`config.mk`:
```
export PLATFORM = sky130hd
export DESIGN_NAME = ripple_add_sequencer
export DESIGN_NICKNAME = d
export VERILOG_FILES = /design/src/rtl/ripple_add_sequencer.sv
export SDC_FILE = /design/constraint.sdc
export NUM_CORES = 1
export LEC_CHECK = 0
export ABC_AREA = 1
export CORE_MARGIN = 4
export CORE_UTILIZATION = 35
export DETAILED_ROUTE_END_ITERATION = 7
export PLACE_DENSITY = 0.59
export SLEW_MARGIN = 20
export SYNTH_ARGS = -nofsm -noshare
export SYNTH_HDL_FRONTEND = slang
export SYNTH_SLANG_ARGS = --single-unit
export TNS_END_PERCENT = 1
```
`constraint.sdc`:
```
create_clock -name clk -period 3.25 [get_ports clk]
set_input_delay 0.4875 -clock clk [delete_from_list [all_inputs] [get_ports clk]]
set_output_delay 0.4875 -clock clk [all_outputs]
set_load 0.02 [all_outputs]
```
`src/rtl/ripple_add_sequencer.sv`:
```
// ============================================================================
// Module   : ripple_add_sequencer
// Brief    : Multi-cycle adder using one 4-bit ripple-carry slice per nibble.
// Revision : 1.0 - initial release
// ============================================================================
`default_nettype none

module ripple_add_sequencer #(
  parameter int WIDTH = 16
) (
  input  logic             clk,
  input  logic             rst,
  input  logic             i_start_valid,
  output logic             o_start_ready,
  input  logic [WIDTH-1:0] i_a,
  input  logic [WIDTH-1:0] i_b,
  input  logic             i_cin,
  output logic [WIDTH-1:0] o_sum,
  output logic             o_cout,
  output logic             o_done_valid,
  input  logic             i_done_ready,
  output logic             o_busy
);

  localparam int NIB  = WIDTH / 4;
  localparam int IDXW = (NIB > 1) ? $clog2(NIB) : 1;
  localparam logic [IDXW-1:0] C_LAST_IDX = IDXW'(NIB - 1);

  typedef enum logic [1:0] {
    S_IDLE = 2'd0,
    S_RUN  = 2'd1,
    S_DONE = 2'd2
  } state_t;

  state_t r_state;
  state_t w_state_nxt;

  logic [WIDTH-1:0] r_a;
  logic [WIDTH-1:0] r_b;
  logic [WIDTH-1:0] r_sum;
  logic             r_carry;
  logic             r_cout;
  logic [IDXW-1:0]  r_idx;

  logic             w_accept;
  logic             w_last;
  logic             w_start_ready;
  logic             w_busy;
  logic             w_done_valid;
  logic [3:0]       w_nib_a;
  logic [3:0]       w_nib_b;
  logic [3:0]       w_slice_sum;
  logic [4:0]       w_c;

  // ---------------------------------------------------------------------------
  // Control FSM
  // ---------------------------------------------------------------------------
  always_ff @(posedge clk or posedge rst) begin
    if (rst) begin
      r_state <= S_IDLE;
    end else begin
      r_state <= w_state_nxt;
    end
  end

  assign w_last = (r_idx == C_LAST_IDX);

  always_comb begin
    w_state_nxt   = r_state;
    w_start_ready = 1'b0;
    w_busy        = 1'b0;
    w_done_valid  = 1'b0;
    w_accept      = 1'b0;
    case (r_state)
      S_IDLE: begin
        w_start_ready = 1'b1;
        if (i_start_valid) begin
          w_accept    = 1'b1;
          w_state_nxt = S_RUN;
        end
      end
      S_RUN: begin
        w_busy = 1'b1;
        if (w_last) begin
          w_state_nxt = S_DONE;
        end
      end
      S_DONE: begin
        w_done_valid = 1'b1;
        if (i_done_ready) begin
          w_state_nxt = S_IDLE;
        end
      end
      default: begin
        w_state_nxt = S_IDLE;
      end
    endcase
  end

  // ---------------------------------------------------------------------------
  // Shared 4-bit ripple-carry slice, fed from the captured operands only
  // ---------------------------------------------------------------------------
  assign w_nib_a = r_a[{r_idx, 2'b00} +: 4];
  assign w_nib_b = r_b[{r_idx, 2'b00} +: 4];
  assign w_c[0]  = r_carry;

  for (genvar g = 0; g < 4; g++) begin : g_fa
    assign w_slice_sum[g] = w_nib_a[g] ^ w_nib_b[g] ^ w_c[g];
    assign w_c[g+1]       = (w_nib_a[g] & w_nib_b[g]) |
                            (w_c[g] & (w_nib_a[g] ^ w_nib_b[g]));
  end

  // ---------------------------------------------------------------------------
  // Datapath registers
  // ---------------------------------------------------------------------------
  always_ff @(posedge clk or posedge rst) begin
    if (rst) begin
      r_a     <= '0;
      r_b     <= '0;
      r_sum   <= '0;
      r_carry <= 1'b0;
      r_cout  <= 1'b0;
      r_idx   <= '0;
    end else if (w_accept) begin
      r_a     <= i_a;
      r_b     <= i_b;
      r_carry <= i_cin;
      r_sum   <= '0;
      r_idx   <= '0;
    end else if (r_state == S_RUN) begin
      r_sum[{r_idx, 2'b00} +: 4] <= w_slice_sum;
      r_carry                    <= w_c[4];
      if (w_last) begin
        r_cout <= w_c[4];
        r_idx  <= '0;
      end else begin
        r_idx  <= r_idx + 1'b1;
      end
    end
  end

  assign o_start_ready = w_start_ready;
  assign o_busy        = w_busy;
  assign o_done_valid  = w_done_valid;
  assign o_sum         = r_sum;
  assign o_cout        = r_cout;

endmodule

`default_nettype wire

```
Yosys cells after proc, flatten, opt, wreduce, memory -nomap -nowiden
Cells that the tools add are included.
Operators by class
  add/subtract/negate cells: 2
  equality and inequality tests: 6
  shift operators: 4
  mux-type cells: 17
  bitwise operators: 21
  reductions and logical operators: 4
Operator list (number)
  16-bit 2-to-1 mux: 2
  16-bit by 5-bit variable part select with 4-bit output: 2
  16-bit bitwise mux: 1
  4-bit by 6-bit variable shift with 16-bit output, first input constant: 1
  4-bit by 6-bit variable part select with 16-bit output: 1
  2-bit 2-to-1 mux: 6
  1-bit bitwise AND: 8
  1-bit bitwise XOR: 8
  1-bit 2-to-1 mux: 7
  2-bit != test, second input constant: 3
  4-bit negation with 6-bit output: 1
  2-bit case mux with 3 select lines: 1
  3-bit AND reduction: 2
  2-bit equality test, second input constant: 2
  1-bit OR: 4
  2-bit by 1-bit adder with 2-bit output, second input constant: 1
  2-bit by 1-bit equality test with 1-bit output, second input constant: 1
  2-bit logical NOT: 1
  2-bit nonzero test: 1
  1-bit NOT: 1
Storage, ports and cells
  flip-flop bits (word level): 54
  input port bits: 37
  output and inout bits: 20

Longest topological paths before layout
Gate-level depths: netlist of the first run.
  depth in word-level cells: 13
  gate-level depth with buffers: 17
  depth with buffers taken out: 15

Least setup slack after synthesis of the first run
Ideal clock, no wire load.
  path type: register to register
  from: reg r_idx[0]
  to: reg r_sum[7], in the netlist o_sum[7]
  arrival: 2.752 ns
  path slack: 0.380 ns
  cell stages (with the launch flop): 18
  buffers on the path: 2
  clock period less this slack: 2.870 ns
  cell sequence: dfrtp_1 buf_2 inv_2 buf_2 nand2_1 nand3_1 nand2_1 fa_1 inv_1 fa_1 inv_1 fa_1 inv_1 fa_1 nand3_1 nor2_1 nand2_1 nand2_1
On the way
  cells in the longest elaborated chain, start to end: 13
  elaborated cells between the ends (all ways): 25
Ends and longest elaborated chain
  start: declaration: line 43  | logic [IDXW-1:0] r_idx;
  start signal: assignment: line 137  | r_idx <= r_idx + 1'b1;
  16-bit by 5-bit variable part select with 4-bit output (on tied branches): line 103, 104
  1-bit bitwise XOR: line 108, 110
  1-bit bitwise AND: line 110  | (w_c[g] & (w_nib_a[g] ^ w_nib_b[g]));
  1-bit OR: line 109  | assign w_c[g+1] = (w_nib_a[g] & w_nib_b[g]) |
  1-bit bitwise AND: line 110
  1-bit OR: line 109
  1-bit bitwise AND: line 110
  1-bit OR: line 109
  1-bit bitwise XOR: line 108  | assign w_slice_sum[g] = w_nib_a[g] ^ w_nib_b[g] ^ w_c[g];
  4-bit by 6-bit variable part select with 16-bit output: line 131  | r_sum[{r_idx, 2'b00} +: 4] <= w_slice_sum;
  16-bit bitwise mux (*): line 131
  16-bit 2-to-1 mux (*): line 130  | end else if (r_state == S_RUN) begin
  16-bit 2-to-1 mux (*): line 124  | end else if (w_accept) begin
  end signal: indexed assignment: line 131
  end: declaration: line 40  | logic [WIDTH-1:0] r_sum;
Mark *: on every way between the ends. The rest lies on a longest branch, timed or not. The select of a mux whose other input is x is not followed.
A chain may end at the register's enable or synchronous reset.

Worst setup path in the final report of the first run
Same ends and word-level chain as after synthesis.

==> reports/metrics.yaml, run 1 <==
routing:
  final_antenna_net_count: 0
  avgViaCountPerCell: 4.639
  wl_met1_um: 3116
  drc: 0
  dr.pass1.iters: 4
  vias: 2329
  maxUsedRoutingLayer: "met4"
  wire_per_inst_um: 12.40
  met2_length_um: 2747
  routed-wl-met3_um: 318
  routed_wl_um: 6223
  drt-initial-drc-count: 111
outcome:
  status: "finished, final reports clean"
clock_network:
  cts_resized: 0
  htreeDepth: 2
  cts_tree: "built"
  cts_setup_buffers: 0
  numCtsBuffers: 5
  cts.sinks: 54
  clk_pin_slew_worst_paths_ps: 100
  postCtsHoldBufs: 0
  insertion_delay_ps: 310
  clockRootBuffer: "clkbuf_8"
  cts_buffer_depth: 2
synth:
  syn_nets: 389
  synth_top_area_frac: 0.4911
  ys_types: 22
  netlist_instances: 344
  synthesis.area_mm2: 0.002751
  synth-seq-cells: 54
  synth.avg_cell_area_um2: 7.998
  yosys_warnings: 0
  yosys.area.top_type: "dfrtp_1"
  synth-seq-area-share: 0.4911
  synth_area_leaders: "dfrtp_1, nand2_1, nand3_1, nor2_1, inv_1"
global_routing:
  gr-usage-all-layers: 0.1363
  grt_max_degree: 29
  grt_pass1_vias: 2222
  antenna_found_initial: 0
  grt_overflow: 0
  grt_pass1_wl_um: 10760
place:
  dp_hpwl_um: 4712
  gp_congestion: 0.8260
  dpl_cell_area_mm2: 0.003395
  portBuffers: 56
  place_ws_ps: 502.8
die:
  rows: 32
  die_h_um: 96.66
  coreArea_mm2: 0.007687
  boundaryPins: 57
  dieArea_mm2: 0.009343
  initial_utilization: 0.3579
  dieWidth_um: 96.66
pwr:
  power.density_mw_per_mm2: 978.1
  pwr-share-clk: 0.115
  intPower_mw: 1.854
  p_sw_mw: 1.559
  p_comb_frac: 0.553
  seq_power_share: 0.331
  vdd_drop_max_v: 0.0003522
  power_switching_share: 0.4568
  p_leak_nw: 1.746
finish:
  stdcell_area_mm2: 0.003490
  area_growth_pct: 26.83
  antenna_cells: 0
  final_nets: 444
  final_layout_size_suffix_gt1_frac: 0.07250
  utilization: 0.4539
sta:
  max_freq_mhz: 363.2
  relSlewSlack: 0.6417
  setup_violations: 0
  timing.final.ws_setup_ps: 496.8
  setup_total_negative_slack_ps: 0
  hold_slack_ps: 476.1
  finalHoldViolCount: 0
  period_minus_slack_ps: 2753
  maxSlewViolCount: 0
  rsz0062_at_grt: "no"
  min_period_over_period: 0.8471
  fin_skew_ps: 8.520
  tightest_slew_ps: 536.7
worst_setup_path:
  cp.arrival_ps: 2960
  critical_path.endpoint_type: "flop"
  cp_max_fo: 18
  crit_required_ps: 3460
  critical_path_class: "flop to flop"
  worstSetupStartpointType: "flop"
hold_path:
  hp-class: "flop to flop"
job:
  maxCapViolations: 0
cell usage in the layout, fill, tap and decap left out:
cell type	count
clkinv_2	1
o21ai_0	4
a21oi_1	6
buf_4	9
o31ai_1	1
nor2_1	31
nand2_1	128
ha_1	4
nand3_2	1
clkbuf_8	6
clkdlybuf4s50_1	56
nor2_8	1
inv_1	22
nand3_1	50
o211ai_1	8
fa_1	4
nand4_1	1
nand2_2	1
nor3_1	1
clkinv_1	1
clkinvlp_4	1
a21oi_2	5
dfrtp_1	54
inv_2	4
flip-flops by register name, summed over array words and instances, names as in the netlist:
| signal | cells |
|---|---|
| r_carry | 1 |
| r_b | 16 |
| r_idx | 2 |
| o_cout | 1 |
| r_state | 2 |
| r_a | 16 |
| o_sum | 16 |
synthesized netlist by cell type:
library cell	instances
nand4_1	1
a21oi_1	6
clkbuf_1	3
ha_1	4
o21ai_0	4
nand2_2	1
a21oi_2	5
nor2_8	1
o211ai_1	8
o31ai_1	1
buf_2	9
nor3_1	1
nand3_2	1
inv_1	23
nand2_1	128
dfrtp_1	54
nand3_1	50
clkinv_1	1
nor2_1	31
inv_2	3
fa_1	4
buf_6	5
per-layer routing:
metal  GRT usage  vias to the layer above
li1            -                     1194
met1      0.1982                     1069
met2      0.2123                       61
met3     0.02523                        5
met4     0.02916                        0
met5           0                        -
stage by stage:
stage          std cells  total power, mW
5_1_grt              502            3.794
6_report             502            3.413
3_5_place_dp         494            3.053
4_1_cts              502            3.451
2_1_floorplan        344            2.503
3_3_place_gp         494            3.017
cell families (layout without fill, tap and decap cells):
kind of cell	after synthesis	after routing	share of synthesized area
buf+inv	44	100	0.07776
flops	54	54	0.4911
simple gates	214	214	0.3251
fa+ha+maj	8	8	0.04730
compound gates	24	24	0.05866
cell type report:
type                            instances  area [um^2]
Sequential cell                        54         1351
Multi-Input combinational cell        246         1186
Inverter                               27        101.3
Timing Repair Buffer                   65        628.1
Tap cell                              102        127.6
Clock inverter                          2        12.51
Clock buffer                            6        82.58
Fill cell                             795         4198
power by group through the flow:
| stage | sequential (mW) | clock [mW] | combinational (mW) |
|---|---|---|---|
| 3_3_place_gp | 1.15 | 0 | 1.87 |
| 5_1_grt | 1.17 | 0.433 | 2.19 |
| 6_report | 1.13 | 0.393 | 1.89 |
| 4_1_cts | 1.13 | 0.405 | 1.91 |
| 2_1_floorplan | 1.16 | 0 | 1.35 |
| 3_5_place_dp | 1.15 | 0 | 1.91 |
critical path, cell delays in order (launching register included):
cell,delay [ps]
dfrtp_1,370
buf_4,220
nand2_1,80
nand3_1,80
nand2_1,70
fa_1,380
inv_1,80
fa_1,150
inv_1,50
fa_1,350
inv_1,70
fa_1,440
nand3_1,130
nor2_1,60
nand2_1,80
nand2_1,50
path summary, 6_finish.rpt:
kind	startpoint	end	slack (ps)	cells after the start
setup / recovery	r_idx[0]$_DFFE_PP0P_	o_sum[7]$_DFFE_PP0P_	500	15
hold / removal	r_a[5]$_DFFE_PP0P_	r_a[5]$_DFFE_PP0P_	480	2
setup reg to reg	r_idx[0]$_DFFE_PP0P_	o_sum[7]$_DFFE_PP0P_	500	15
hold reg to reg	r_a[5]$_DFFE_PP0P_	r_a[5]$_DFFE_PP0P_	480	2
max in group asynchronous	rst	r_b[14]$_DFFE_PP0P_	2080	3
min in group asynchronous	rst	o_sum[9]$_DFFE_PP0P_	550	2
No activity file was read; power rests on OpenSTA's default activity.
==> run 2: changes to the inputs <==
--- a/config.mk
+++ b/config.mk
@@ -9,7 +9,7 @@
 export CORE_MARGIN = 4
 export CORE_UTILIZATION = 35
 export DETAILED_ROUTE_END_ITERATION = 7
-export PLACE_DENSITY = 0.59
+export PLACE_DENSITY = 0.61
 export SLEW_MARGIN = 20
 export SYNTH_ARGS = -nofsm -noshare
 export SYNTH_HDL_FRONTEND = slang
==> constraint.sdc (replaced) <==
create_clock -name clk -period 2.47 [get_ports clk]
set_input_delay 0.3705 -clock clk [delete_from_list [all_inputs] [get_ports clk]]
set_output_delay 0.3705 -clock clk [all_outputs]
set_load 0.02 [all_outputs]
==> run 2 against run 1 <==
  * The run now ends with setup timing left
  * Sequential share of layout area decreased by 1.3 points
  * Register-to-register slack got worse by 630 ps
  * Final cell count increased by 1.0%
  * Clock power increased by 32%
  * Combinational power increased by 44%
  * Sequential power increased by 35%
  * Design area increased by 3.5%
  * Worst setup slack got worse by 630 ps
  * Worst hold slack got worse by 52 ps
  * Non-clock buffer count increased by 5
  * Critical path type unchanged
  * Largest cell class unchanged
  * Highest routed layer unchanged
==> reports/metrics.yaml, run 2 (same netlist as run 1, synthesis figures left out) <==
clock_network:
  cts_tree: "built"
  htreeDepth: 2
  cts.sinks: 54
  clockRootBuffer: "clkbuf_8"
  numCtsBuffers: 5
  cts_buffer_depth: 2
  clk_pin_slew_worst_paths_ps: 100
  insertion_delay_ps: 310
die:
  coreArea_mm2: 0.007687
  rows: 32
  dieWidth_um: 96.66
  boundaryPins: 57
  initial_utilization: 0.3579
  dieArea_mm2: 0.009343
  die_h_um: 96.66
place:
  portBuffers: 56
  dpl_cell_area_mm2: 0.003471
  dp.cells: 497
  dp_hpwl_um: 4779
  gp_congestion: 0.8412
worst_setup_path:
  ff2ff_path_depth: 15
  critical_path_class: "flop to flop"
  cp.arrival_ps: 2810
  r2r_end: "o_sum[11]$_DFFE_PP0P_"
  worstSetupStartpointType: "flop"
  rr_startpoint: "r_idx[0]$_DFFE_PP0P_"
  reg2reg_slack_ps: -130
  critical_path.endpoint_type: "flop"
  crit_required_ps: 2680
  setup.worst_path.start: "r_idx[0]$_DFFE_PP0P_"
  cp-endpoint: "o_sum[11]$_DFFE_PP0P_"
  cp_max_fo: 7
global_routing:
  grt_max_degree: 35
  grt_overflow: 0
  gr-usage-all-layers: 0.1431
  grt_pass1_vias: 2328
  antenna_found_initial: 0
  grt_pass1_wl_um: 11220
sta:
  maxSlewViolCount: 0
  tightest_slew_ps: 543.2
  hold_slack_ps: 424.4
  setup_total_negative_slack_ps: -476.5
  min_period_over_period: 1.052
  setup_violations: 4
  max_freq_mhz: 384.9
  timing.final.ws_setup_ps: -128.4
  rsz0062_at_grt: "yes"
  relSlewSlack: 0.6373
  period_minus_slack_ps: 2598
  fin_skew_ps: 8.782
  finalHoldViolCount: 0
finish:
  area_growth_pct: 31.33
  stdcell_area_mm2: 0.003613
  final_layout_size_suffix_gt1_frac: 0.1284
  nFillCells: 783
  final_nets: 449
  antenna_cells: 0
  final_cell_mix: "nand2_1, clkdlybuf4s50_1, dfrtp_1"
  seq_area_mm2: 0.001354
  fin_cells: 507
  multiInputGateArea_mm2: 0.001224
  final_common_cell: "nand2_1"
routing:
  routed_wl_um: 6304
  final_antenna_net_count: 0
  vias: 2348
  avgViaCountPerCell: 4.631
  dr.pass1.iters: 4
  drt-initial-drc-count: 110
  wire_per_inst_um: 12.43
  drc: 0
outcome:
  status: "finished, violations left"
  violations: "setup timing"
pwr:
  vdd_drop_max_v: 0.0005172
  p_leak_nw: 1.787
  power.density_mw_per_mm2: 1317
hold_path:
  hp-class: "input port to async pin"
job:
  maxCapViolations: 0
[run 2: cell count changes in the layout (fill, tap and decap cells not counted), sizes merged]
| cell | previous run | this run |
|---|---|---|
| buf | 9 | 14 |
[run 2: metrics by stage]
step                      setup slack [ps]  utilization  power [mW]
after CTS                           -138.1       0.4691       4.771
final                               -128.4       0.4701       4.758
after detailed placement            -220.5       0.4515       4.163
after global routing                -305.0       0.4701       5.255
after global placement              -144.9       0.4515       4.126
after floorplan                     -204.2            -       3.391
[run 2: layer usage]
| layer | vias up | global-route usage | routed length, um |
|---|---|---|---|
| li1 | 1211 | - | - |
| met1 | 1075 | 0.2044 | 3151 |
| met2 | 57 | 0.2272 | 2787 |
| met3 | 5 | 0.02596 | 297 |
| met4 | 0 | 0.03240 | 68 |
| met5 | - | 0 | 0 |
[run 2: worst min path at each step]
| stage | start | to | slack, ps | depth (start not counted) |
|---|---|---|---|---|
| after detailed placement | r_a[6]$_DFFE_PP0P_ | r_a[6]$_DFFE_PP0P_ | 460 | 2 |
| after global routing | rst | o_sum[9]$_DFFE_PP0P_ | 460 | 2 |
| after CTS | rst | o_sum[9]$_DFFE_PP0P_ | 440 | 2 |
| after global placement | r_a[7]$_DFFE_PP0P_ | r_a[7]$_DFFE_PP0P_ | 450 | 2 |
| final | rst | o_sum[9]$_DFFE_PP0P_ | 420 | 2 |
| after floorplan | r_a[4]$_DFFE_PP0P_ | r_a[4]$_DFFE_PP0P_ | 440 | 2 |
[run 2: power by group]
part	leakage [nW]	switching (mW)	internal, mW
registers	0.675	0.257	1.26
clock network	0.0472	0.292	0.226
logic	1.06	1.60	1.13
total	1.79	2.15	2.61
[run 2: what timing repair did]
item | in CTS | in global routing
endpoints found under the hold margin | 0 | 0
resized for setup | 9 | 3
pin swaps | 6 | 0
setup endpoints to repair | 6 | 8
gates cloned | 0 | 0
hold buffers | 0 | 0
setup buffers | 2 | 0
[run 2: area by class of cell]
type                       instances  area share
clock buffer                       6     0.02285
clock inverter                     2    0.003463
inverter                          27     0.03047
multi-input combinational        246      0.3386
sequential                        54      0.3747
tap                              102     0.03532
timing repair buffer              70      0.1946
[run 2: worst max-delay path: stages, from the launching register on]
cell     delay, ps
dfrtp_2        490
inv_8          110
nand2_2         60
nand3_2         60
nand2_2         60
fa_2           350
inv_2           60
fa_2           180
inv_2           40
fa_2           320
inv_2           70
fa_2           450
nand2_1         90
nor2_1          40
nor2_1          80
nor2_1          50
